File: src/rtl/hazard_forward_ctrl_pkg.sv
// Shared pipeline definitions for the hazard/forwarding control slice.
// Holds the register-address width default and the operand-select encodings
// used by both forwarding muxes.
package hazard_forward_ctrl_pkg;

  localparam int REG_ADDR_W_DEFAULT = 5;

  typedef enum logic [1:0] {
    FWD_RF   = 2'b00,
    FWD_EXMM = 2'b01,
    FWD_MMWB = 2'b10
  } fwd_sel_e;

endpackage

File: src/rtl/hazard_forward_ctrl_fwd_select.sv
// Operand forwarding select for one source register of the instruction
// leaving RR. The EX stage becomes MM and the MM stage becomes WB on the
// same edge, so those are the two producers that can be bypassed.
// WB-to-RR overlap is covered by the write-first register file.
module fwd_select
  import hazard_forward_ctrl_pkg::*;
#(
  parameter int REG_ADDR_W = REG_ADDR_W_DEFAULT
) (
  input  logic                  use_src,
  input  logic [REG_ADDR_W-1:0] src,
  input  logic                  ex_valid,
  input  logic                  ex_regwrite,
  input  logic [REG_ADDR_W-1:0] ex_rd,
  input  logic                  mm_valid,
  input  logic                  mm_regwrite,
  input  logic [REG_ADDR_W-1:0] mm_rd,
  output fwd_sel_e              sel
);

  logic ex_hit;
  logic mm_hit;

  // The nearer producer (EX/MM) wins whenever both stages write this source.
  always_comb begin
    ex_hit = use_src && (src != '0) && ex_valid && ex_regwrite && (ex_rd == src);
    mm_hit = use_src && (src != '0) && mm_valid && mm_regwrite && (mm_rd == src);
    sel    = FWD_RF;
    if (ex_hit) begin
      sel = FWD_EXMM;
    end else if (mm_hit) begin
      sel = FWD_MMWB;
    end
  end

endmodule

File: src/rtl/hazard_forward_ctrl.sv
// Hazard detection and forwarding control for a five-stage pipeline.
// Tracks destination info of the EX, MM and WB stages, raises a one-cycle
// load-use stall, and registers the operand selects for the EX instruction.
// Optional: define HAZ_PERF_CNT_EN to add a 32-bit stall_count output.
module hazard_forward_ctrl
  import hazard_forward_ctrl_pkg::*;
#(
  parameter int REG_ADDR_W = REG_ADDR_W_DEFAULT
) (
  input  logic                  clk,
  input  logic                  reset,
  input  logic                  valid_rr,
  input  logic [REG_ADDR_W-1:0] rs_rr,
  input  logic [REG_ADDR_W-1:0] rt_rr,
  input  logic                  use_rs_rr,
  input  logic                  use_rt_rr,
  input  logic [REG_ADDR_W-1:0] rd_rr,
  input  logic                  regwrite_rr,
  input  logic                  memread_rr,
  input  logic                  flush,
  output logic [1:0]            Forwarding_control_1,
  output logic [1:0]            Forwarding_control_2,
  output logic                  stall_rr,
  output logic                  bubble_ex
`ifdef HAZ_PERF_CNT_EN
  ,
  output logic [31:0]           stall_count
`endif
);

  logic                  ex_valid, ex_regwrite, ex_memread;
  logic [REG_ADDR_W-1:0] ex_rd;
  logic                  mm_valid, mm_regwrite, mm_memread;
  logic [REG_ADDR_W-1:0] mm_rd;
  logic                  wb_valid, wb_regwrite, wb_memread;
  logic [REG_ADDR_W-1:0] wb_rd;

  logic     load_use;
  logic     insert_bubble;
  fwd_sel_e sel_1, sel_2;
  fwd_sel_e fwd_1_q, fwd_2_q;

  // A load in EX whose result is needed by the RR instruction cannot be
  // bypassed in time; a flush squashes the consumer, so it takes priority.
  always_comb begin
    load_use = valid_rr && ex_valid && ex_memread && ex_regwrite && (ex_rd != '0) &&
               ((use_rs_rr && (rs_rr == ex_rd)) || (use_rt_rr && (rt_rr == ex_rd)));
    stall_rr      = load_use && !flush && !reset;
    bubble_ex     = stall_rr;
    insert_bubble = stall_rr || flush || !valid_rr;
  end

  fwd_select #(.REG_ADDR_W(REG_ADDR_W)) u_fwd_rs (
    .use_src     (use_rs_rr),
    .src         (rs_rr),
    .ex_valid    (ex_valid),
    .ex_regwrite (ex_regwrite),
    .ex_rd       (ex_rd),
    .mm_valid    (mm_valid),
    .mm_regwrite (mm_regwrite),
    .mm_rd       (mm_rd),
    .sel         (sel_1)
  );

  fwd_select #(.REG_ADDR_W(REG_ADDR_W)) u_fwd_rt (
    .use_src     (use_rt_rr),
    .src         (rt_rr),
    .ex_valid    (ex_valid),
    .ex_regwrite (ex_regwrite),
    .ex_rd       (ex_rd),
    .mm_valid    (mm_valid),
    .mm_regwrite (mm_regwrite),
    .mm_rd       (mm_rd),
    .sel         (sel_2)
  );

  // Advance destination info every edge; only the RR->EX hop can take a bubble.
  always_ff @(posedge clk or posedge reset) begin
    if (reset) begin
      ex_valid    <= 1'b0;
      ex_regwrite <= 1'b0;
      ex_memread  <= 1'b0;
      ex_rd       <= '0;
      mm_valid    <= 1'b0;
      mm_regwrite <= 1'b0;
      mm_memread  <= 1'b0;
      mm_rd       <= '0;
      wb_valid    <= 1'b0;
      wb_regwrite <= 1'b0;
      wb_memread  <= 1'b0;
      wb_rd       <= '0;
      fwd_1_q     <= FWD_RF;
      fwd_2_q     <= FWD_RF;
    end else begin
      if (insert_bubble) begin
        ex_valid    <= 1'b0;
        ex_regwrite <= 1'b0;
        ex_memread  <= 1'b0;
        ex_rd       <= '0;
        fwd_1_q     <= FWD_RF;
        fwd_2_q     <= FWD_RF;
      end else begin
        ex_valid    <= 1'b1;
        ex_regwrite <= regwrite_rr;
        ex_memread  <= memread_rr;
        ex_rd       <= rd_rr;
        fwd_1_q     <= sel_1;
        fwd_2_q     <= sel_2;
      end
      mm_valid    <= ex_valid;
      mm_regwrite <= ex_regwrite;
      mm_memread  <= ex_memread;
      mm_rd       <= ex_rd;
      wb_valid    <= mm_valid;
      wb_regwrite <= mm_regwrite;
      wb_memread  <= mm_memread;
      wb_rd       <= mm_rd;
    end
  end

  assign Forwarding_control_1 = fwd_1_q;
  assign Forwarding_control_2 = fwd_2_q;

  // Bubbles carry no destination, so the tail of the pipe must stay consistent.
  a_wb_write_needs_valid: assert property (@(posedge clk) disable iff (reset)
    (wb_regwrite || wb_memread || mm_memread) |-> (wb_valid || (mm_memread && mm_valid)));
  a_wb_bubble_clears_rd: assert property (@(posedge clk) disable iff (reset)
    !wb_valid |-> (wb_rd == '0));

`ifdef HAZ_PERF_CNT_EN
  // Count stall cycles; plain unsigned add wraps naturally at 2^32.
  always_ff @(posedge clk or posedge reset) begin
    if (reset) begin
      stall_count <= 32'd0;
    end else if (stall_rr) begin
      stall_count <= stall_count + 32'd1;
    end
  end
`endif

endmodule

File: config.mk
export PLATFORM = sky130hd
export DESIGN_NAME = hazard_forward_ctrl
export DESIGN_NICKNAME = d
export VERILOG_FILES = /design/src/rtl/hazard_forward_ctrl_pkg.sv /design/src/rtl/hazard_forward_ctrl_fwd_select.sv /design/src/rtl/hazard_forward_ctrl.sv
export SDC_FILE = /design/constraint.sdc
export NUM_CORES = 1
export LEC_CHECK = 0
export BUFFER_PORTS_ARGS = -buffer_cell sky130_fd_sc_hd__buf_2
export CAP_MARGIN = 40
export CORE_UTILIZATION = 25
export DETAILED_ROUTE_END_ITERATION = 6
export PLACE_DENSITY = 0.47
export SYNTH_ARGS = -nofsm -noshare
export SYNTH_HDL_FRONTEND = slang
export SYNTH_SLANG_ARGS = --single-unit
export TNS_END_PERCENT = 50
File: constraint.sdc
create_clock -name clk -period 2.3 [get_ports clk]
set_input_delay 0 -clock clk [delete_from_list [all_inputs] [get_ports clk]]
set_output_delay 0 -clock clk [all_outputs]
set_load 0.03 [all_outputs]
Yosys cells after proc, flatten, opt, wreduce, memory -nomap -nowiden. Index checks and enable logic that the tools add are counted.

Reduce and logical (&&, ||, !) cells: 32. Equality and inequality tests: 6. Multiplexer cells: 10.

Operator list (number): 5-bit == test (6); 1-bit logical AND (23); 5-bit nonzero test (3); 2-bit two-way mux (6); 5-bit two-way mux (1); 1-bit logical NOT (3); 1-bit logical OR (3); 1-bit two-way mux (3).

Output and inout bits: 6. Input port bits: 23. Logic and storage cells: 57. Bits in registers: 19.

Longest topological paths before layout. Gate-level depths: netlist of the first run.

Word-level depth: 10. Mapped depth: 6. Gate-level depth less buffers: 5.

Hierarchy. A second synthesis of the first run with hierarchy kept.

Cell total of the unflattened synthesis: 107. Area, all modules: 1087.3 um2.

By module, submodules not included: hazard_forward_ctrl (instances 1, seq. area each 475.5 um2, area an instance 774.5 um2, cells an instance 69); fwd_select (instances 2, seq. area each 0.0 um2, area an instance 156.4 um2, cells an instance 19).

Least setup slack after synthesis of the first run. Ideal clock, no wire load.

Path kind: flip-flop to flip-flop. Start point: reg ex_rd[1]. End point: reg fwd_2_q[0] (netlist: Forwarding_control_2[0]). Clock period less this slack: 1547 ps. Data arrival time: 1467 ps. Setup time: 80 ps. Cell stages (with the launch flop): 7. Slack: 753 ps. Data required time: 2220 ps. Buffers on the path: 1. Cells stage by stage: dfrtp_1 or4_1 nor2_1 nor3_1 o21a_4 buf_6 nor3_2.

Longest elaborated chain between the ends: 9. Elaborated cells on any way between the ends: 16. Those cells by class: eq/ne: 3; mux: 2; reduce/logical: 11.

RTL lines: start: declaration (line hazard_forward_ctrl.sv:32) `logic [REG_ADDR_W-1:0] ex_rd;`; start signal: assignment (line hazard_forward_ctrl.sv:106) `ex_rd <= rd_rr;`; 5-bit == test (line hazard_forward_ctrl.sv:47) `((use_rs_rr && (rs_rr == ex_rd)) || (use_rt_rr && (rt_rr == ex_rd)));`; 1-bit logical AND (line hazard_forward_ctrl.sv:47); 1-bit logical OR (line hazard_forward_ctrl.sv:47); 1-bit logical AND (*) (line hazard_forward_ctrl.sv:46) `load_use = valid_rr && ex_valid && ex_memread && ex_regwrite && (ex_rd != '0) &&`; 1-bit logical AND (*) (2 in series) (line hazard_forward_ctrl.sv:48) `stall_rr = load_use && !flush && !reset;`; net bubble_ex (line hazard_forward_ctrl.sv:24) `output logic bubble_ex`; 1-bit logical OR (*) (2 in series) (line hazard_forward_ctrl.sv:50) `insert_bubble = stall_rr || flush || !valid_rr;`; 2-bit two-way mux (*) (line hazard_forward_ctrl.sv:95) `if (insert_bubble) begin`; end signal: assignment (line hazard_forward_ctrl.sv:108) `fwd_2_q <= sel_2;`; end: declaration (line hazard_forward_ctrl.sv:41) `fwd_sel_e fwd_1_q, fwd_2_q;`.

The timed path passes the listed nets; every way through them passes the cells marked *.

Worst setup path in the final report of the first run.
Start point: reg ex_rd[4]. End point: out stall_rr.

Longest elaborated chain between the ends: 6. Elaborated cells on any way between the ends: 10. Those cells by class: eq/ne: 2; reduce/logical: 8.

RTL lines: 5-bit == test (line hazard_forward_ctrl.sv:47); 1-bit logical AND (line hazard_forward_ctrl.sv:47); 1-bit logical OR (line hazard_forward_ctrl.sv:47); 1-bit logical AND (*) (line hazard_forward_ctrl.sv:46); 1-bit logical AND (*) (2 in series) (line hazard_forward_ctrl.sv:48); end: declaration (line hazard_forward_ctrl.sv:23) `output logic stall_rr,`.

Mark *: on every way between the ends. The rest lies on a longest branch, timed or not.

==> flow_summary.toml, run 1 <==
[clocking]
cts.clk_slew.worst_paths_ps = 100
cts_sinks = 19
htreeDepth = 1
hold_buffers = 10
clock-root-buffer = "clkbuf_4"
cts_tree = "built"
cts_inserted_buffers = 3
cts_setup_buffers = 0
ctsResizeCount = 0
clkLatencyLatePin_ps = 290
cts_buffer_depth = 2

[run]
maxCapViolations = 0

[place]
io_buffers = 28
hpwlAfterDp_um = 1590
dp_slack_ps = 652
place.gp.congestion = 0.781
dpl.cell_count = 159

[setup_path]
critical_path.top_delay_family = "simple AND/OR/NAND/NOR gates"
crit_path_max_incr_delay_ps = 450
cp.required_ps = 2300
worstSetupPathType = "register to primary output"
worstPathCellList = "xor2_1, nor4_1, and3_1, o21a_4, buf_2"
critPathLaunchType = "register"
crit_buf_inv = 1
cp-end-kind = "primary output"
critPathSlowestCell = "dfrtp_1"
cp_max_fo = 14
worst_ep_arrival_time_ps = 1940

[sta]
fin_setup_tns_ps = 0
setup_viol = 0
layout_setup_ws_ps = 363
fin_crit_ps = 1940
post-route-period-util_pct = 84.2
worstMarginPinSlew_ps = 502
drv_slew = 0
fin_skew_ps = 2.09
fmax_mhz = 516
rsz0062_at_grt = "no"
relSlewSlack_pct = 66.5
finalHoldViolCount = 0

[layout]
nets = 151
area_delta_synth_final_pct = 33.7
drive_gt1_share_pct = 27.6
finalNonFillerCells = 173
final_util_pct = 35.9
final_common_cell = "buf_2"
mostFrequentLayoutCells = "buf_2, dfrtp_1, nor2_1"
diodes = 0

[synth]
synth-seq-cells = 19
ys_top_cells_by_area = "dfrtp_1, xnor2_1, xor2_1, nor2_1, nand4_1"
mappedNetlistNets = 110
synth_area_per_cell_um2 = 10.5
syn_area_um2 = 916
yosys_warnings = 0
synthCells = 87
synth.distinct_cells = 21
yosysTopAreaCellShare_pct = 51.9
seq_area_frac_synth_pct = 51.9
synth_top_cell_by_area = "dfrtp_1"

[route]
vias_per_cell = 4.29
drc = 0
routed-via-count = 743
first_pass_iters = 4
antenna_left = 0
avgRoutedWirePerCell_um = 11.5
drt-total-wl_um = 1990
drtIter0Drc = 22

[grt]
grt_pass1_wl_um = 3440
antenna_found_initial = 0
grt_max_degree = 21
track_usage_pct = 11.4
grt_pass1_vias = 747
grt_overflow_total = 0

[power]
p_per_area_nw_per_um2 = 498
peakVddDrop_uv = 184
p_leak_nw = 0.590

[outcome]
status = "finished, final reports clean"

[die]
die_y_um = 62.5
start_util_pct = 26.8
die_w_um = 62.5
ioPinCount = 29
coreArea_um2 = 3420
die_area_um2 = 3910
num_rows = 21

[worst_hold_path]
hold_class = "input pin to register"
[per-stage QoR]
step	total power [mW]	area (um2)	hold WS [ps]
after floorplan	0.400	916	-40.5
after global placement	0.439	1100	30.3
after detailed placement	0.439	1100	36.2
after CTS	0.620	1220	41.9
after global routing	0.640	1220	55.1
final	0.609	1220	43.3
[where the power goes]
part / total [mW] / switching [mW] / internal (mW) / leakage [nW]
clock: 0.165 / 0.0978 / 0.0674 / 0.0150
combinational: 0.0891 / 0.0408 / 0.0482 / 0.318
sequential: 0.355 / 0.0107 / 0.344 / 0.257
[state kept, by name (all words and copies together), names as in the netlist]
signal,count
mm_valid,1
mm_regwrite,1
Forwarding_control_1,2
Forwarding_control_2,2
ex_rd,5
mm_rd,5
ex_memread,1
ex_valid,1
ex_regwrite,1
[cell families after synthesis]
logic type / after synthesis / synth area share (%)
xor gates and xnor gates: 20 / 19.1
buffers and inverters: 4 / 2.87
DFF: 19 / 51.9
AOI/OAI and AO/OA: 1 / 1.64
and+or+nand+nor: 43 / 24.5
[path summary, 6_finish.rpt]
path | start | endpoint | slack [ps] | cells past startpoint
max | ex_rd[4] | stall_rr | 360 | 5
min | flush | ex_rd[0] | 40 | 4
max reg2reg | ex_rd[1] | Forwarding_control_2[1] | 640 | 5
min reg2reg | ex_regwrite | mm_regwrite | 460 | 0
max in group asynchronous | reset | Forwarding_control_2[1] | 1840 | 4
min in group asynchronous | reset | mm_valid | 260 | 4
[synth_stat cells (all sizes together)]
| master | n |
|---|---|
| o21a | 1 |
| buf | 2 |
| xnor2 | 10 |
| nand3 | 1 |
| dfrtp | 19 |
| nand4 | 7 |
| nor2 | 12 |
| nor3b | 1 |
| or4 | 1 |
| nor4b | 1 |
| nor2b | 1 |
| clkbuf | 1 |
| nand2b | 1 |
| nor3 | 6 |
| xor2 | 10 |
| and3 | 1 |
| nor4 | 2 |
| inv | 1 |
| nand2 | 9 |
[metal layers]
metal  global-route usage [%]  share of wire [%]  up-vias
met5                        0                  0        -
met1                     15.3                 45      349
li1                         -                  -      370
met4                     5.23                1.6        0
met2                     17.9                 48       20
met3                     2.01                4.5        4
[worst register-to-register path, delay by kind of cell (launching register included)]
family,cells,cell delay [ps]
AND/OR/NAND/NOR,4,960
flip-flops,1,440
AO/OA/AOI/OAI,1,170
[area by class of cell]
class	instances	area [um2]
Inverter	1	3.75
Timing Repair Buffer	39	248
Tap cell	46	57.6
Multi-Input combinational cell	64	414
Sequential cell	19	475
Fill cell	372	2190
Clock buffer	4	26.3
No activity file was read; power rests on OpenSTA's default activity.
==> inputs of run 2 (changes only) <==
==> constraint.sdc (replaced) <==
create_clock -name clk -period 2 [get_ports clk]
set_input_delay 0 -clock clk [delete_from_list [all_inputs] [get_ports clk]]
set_output_delay 0 -clock clk [all_outputs]
set_load 0.03 [all_outputs]
==> flow_summary.toml, run 2 (synthesis gave the netlist of run 1 again) <==
[grt]
track_usage_pct = 11.3
grt_overflow_total = 0
antenna_found_initial = 0
grt_pass1_wl_um = 3520
grt_max_degree = 20
grt_pass1_vias = 784

[sta]
fin_setup_tns_ps = 0
drv_slew = 0
fin_crit_ps = 1790
fmax_mhz = 559
finalHoldViolCount = 0
relSlewSlack_pct = 76.1
rsz0062_at_grt = "no"
post-route-period-util_pct = 89.5
fin_skew_ps = 5.01
worstMarginPinSlew_ps = 356
setup_viol = 0

[route]
routed-via-count = 742
vias_per_cell = 4.22
avgRoutedWirePerCell_um = 11.4
antenna_left = 0
first_pass_iters = 4
drc = 0
drtIter0Drc = 23
drt-total-wl_um = 2010

[setup_path]
cp_max_fo = 7
worstPathCellList = "xor2_1, nor4_2, and3_1, o21a_4, clkbuf_4"
crit_buf_inv = 1
worst_ep_arrival_time_ps = 1790
worstSetupPathType = "register to primary output"
r2r_cells = 6
crit_path_max_incr_delay_ps = 450
cp-end-kind = "primary output"
critical_path.top_delay_family = "simple AND/OR/NAND/NOR gates"
critPathSlowestCell = "dfrtp_1"
critPathLaunchType = "register"
cp.required_ps = 2000
cp.depth = 5

[die]
die_w_um = 62.5
die_y_um = 62.5
num_rows = 21
start_util_pct = 26.8
ioPinCount = 29
coreArea_um2 = 3420
die_area_um2 = 3910

[layout]
nets = 154
final_util_pct = 36.9
area_delta_synth_final_pct = 37.6
final.fill_count = 380
drive_gt1_share_pct = 30.8
final_common_cell = "buf_2"
top_regs = "ex_rd (5), mm_rd (5)"
mostFrequentLayoutCells = "buf_2, dfrtp_1, nor2_1"
diodes = 0

[power]
peakVddDrop_uv = 228
p_per_area_nw_per_um2 = 562
p_leak_nw = 0.608

[clocking]
cts_tree = "built"
cts_buffer_depth = 2
clkLatencyLatePin_ps = 290
cts_inserted_buffers = 3
cts.clk_slew.worst_paths_ps = 110
cts_sinks = 19
clock-root-buffer = "clkbuf_4"
htreeDepth = 1

[worst_hold_path]
hold_path_depth = 3
hold_class = "input pin to register"

[outcome]
status = "finished, final reports clean"

[place]
hpwlAfterDp_um = 1560
place.gp.congestion = 0.790
io_buffers = 28

[run]
maxCapViolations = 0
-- run 2: cell count changes in the layout (fill, tap and decap cells not counted) --
cell and change:
clkinv_2 +1, clkbuf_1 -1, buf_2 -2, clkbuf_4 +2, nor4_1 -1, buf_4 +3, nor4_2 +1
-- run 2: worst paths after layout --
check / startpoint / end / slack [ps]
setup / recovery: ex_rd[4] / stall_rr / 210
hold / removal: valid_rr / Forwarding_control_2[0] / 50
setup reg to reg: ex_rd[1] / Forwarding_control_2[1] / 230
hold reg to reg: ex_valid / mm_valid / 450
max in group asynchronous: reset / mm_rd[4] / 1520
min in group asynchronous: reset / ex_memread / 280
-- run 2: area by class of cell --
class | instances | area (um2) | share of cell area (%)
repair buffers | 42 | 275 | 21.8
multi-input cells | 64 | 420 | 33.4
clock inverters | 1 | 5.00 | 0.397
well taps | 46 | 57.6 | 4.57
inverters | 1 | 3.75 | 0.298
clock buffers | 3 | 22.5 | 1.79
flip-flops and latches | 19 | 475 | 37.7
-- run 2: layer usage --
metal / track usage (%) / share of wire (%) / up-vias
li1: - / - / 376
met1: 13.9 / 45 / 344
met2: 19.7 / 49 / 20
met3: 2.19 / 5.4 / 2
met4: 3.49 / 0.45 / 0
met5: 0 / 0 / -
-- run 2: what timing repair did --
action,in CTS,in global routing
hold buffers,10,0
buffers inserted,0,2
endpoints found under the setup margin,0,2
gates resized for setup,0,3
endpoints found under the hold margin,28,0
-- run 2: worst min-delay path, cell delays in order --
cell and delay (ps):
buf_2 100, nand2b_1 150, nor3_2 70
-- run 2: per-stage QoR --
stage / hold WS (ps) / cells / worst slack [ps] / instance area [um2] / total power [mW]
2_1_floorplan: -40.5 / 87 / 453 / 916 / 0.460
5_1_grt: 46.5 / 176 / 61.7 / 1260 / 0.748
4_1_cts: 42.4 / 174 / 66.5 / 1230 / 0.718
6_report: 47.7 / 176 / 211 / 1260 / 0.709
3_3_place_gp: 62.2 / 160 / 384 / 1110 / 0.506
3_5_place_dp: 62.1 / 160 / 338 / 1110 / 0.506
-- run 2: power breakdown --
part	internal, mW	switching [mW]	leakage, nW
Sequential	0.396	0.0121	0.257
Clock	0.0744	0.121	0.0177
Combinational	0.0573	0.0481	0.334
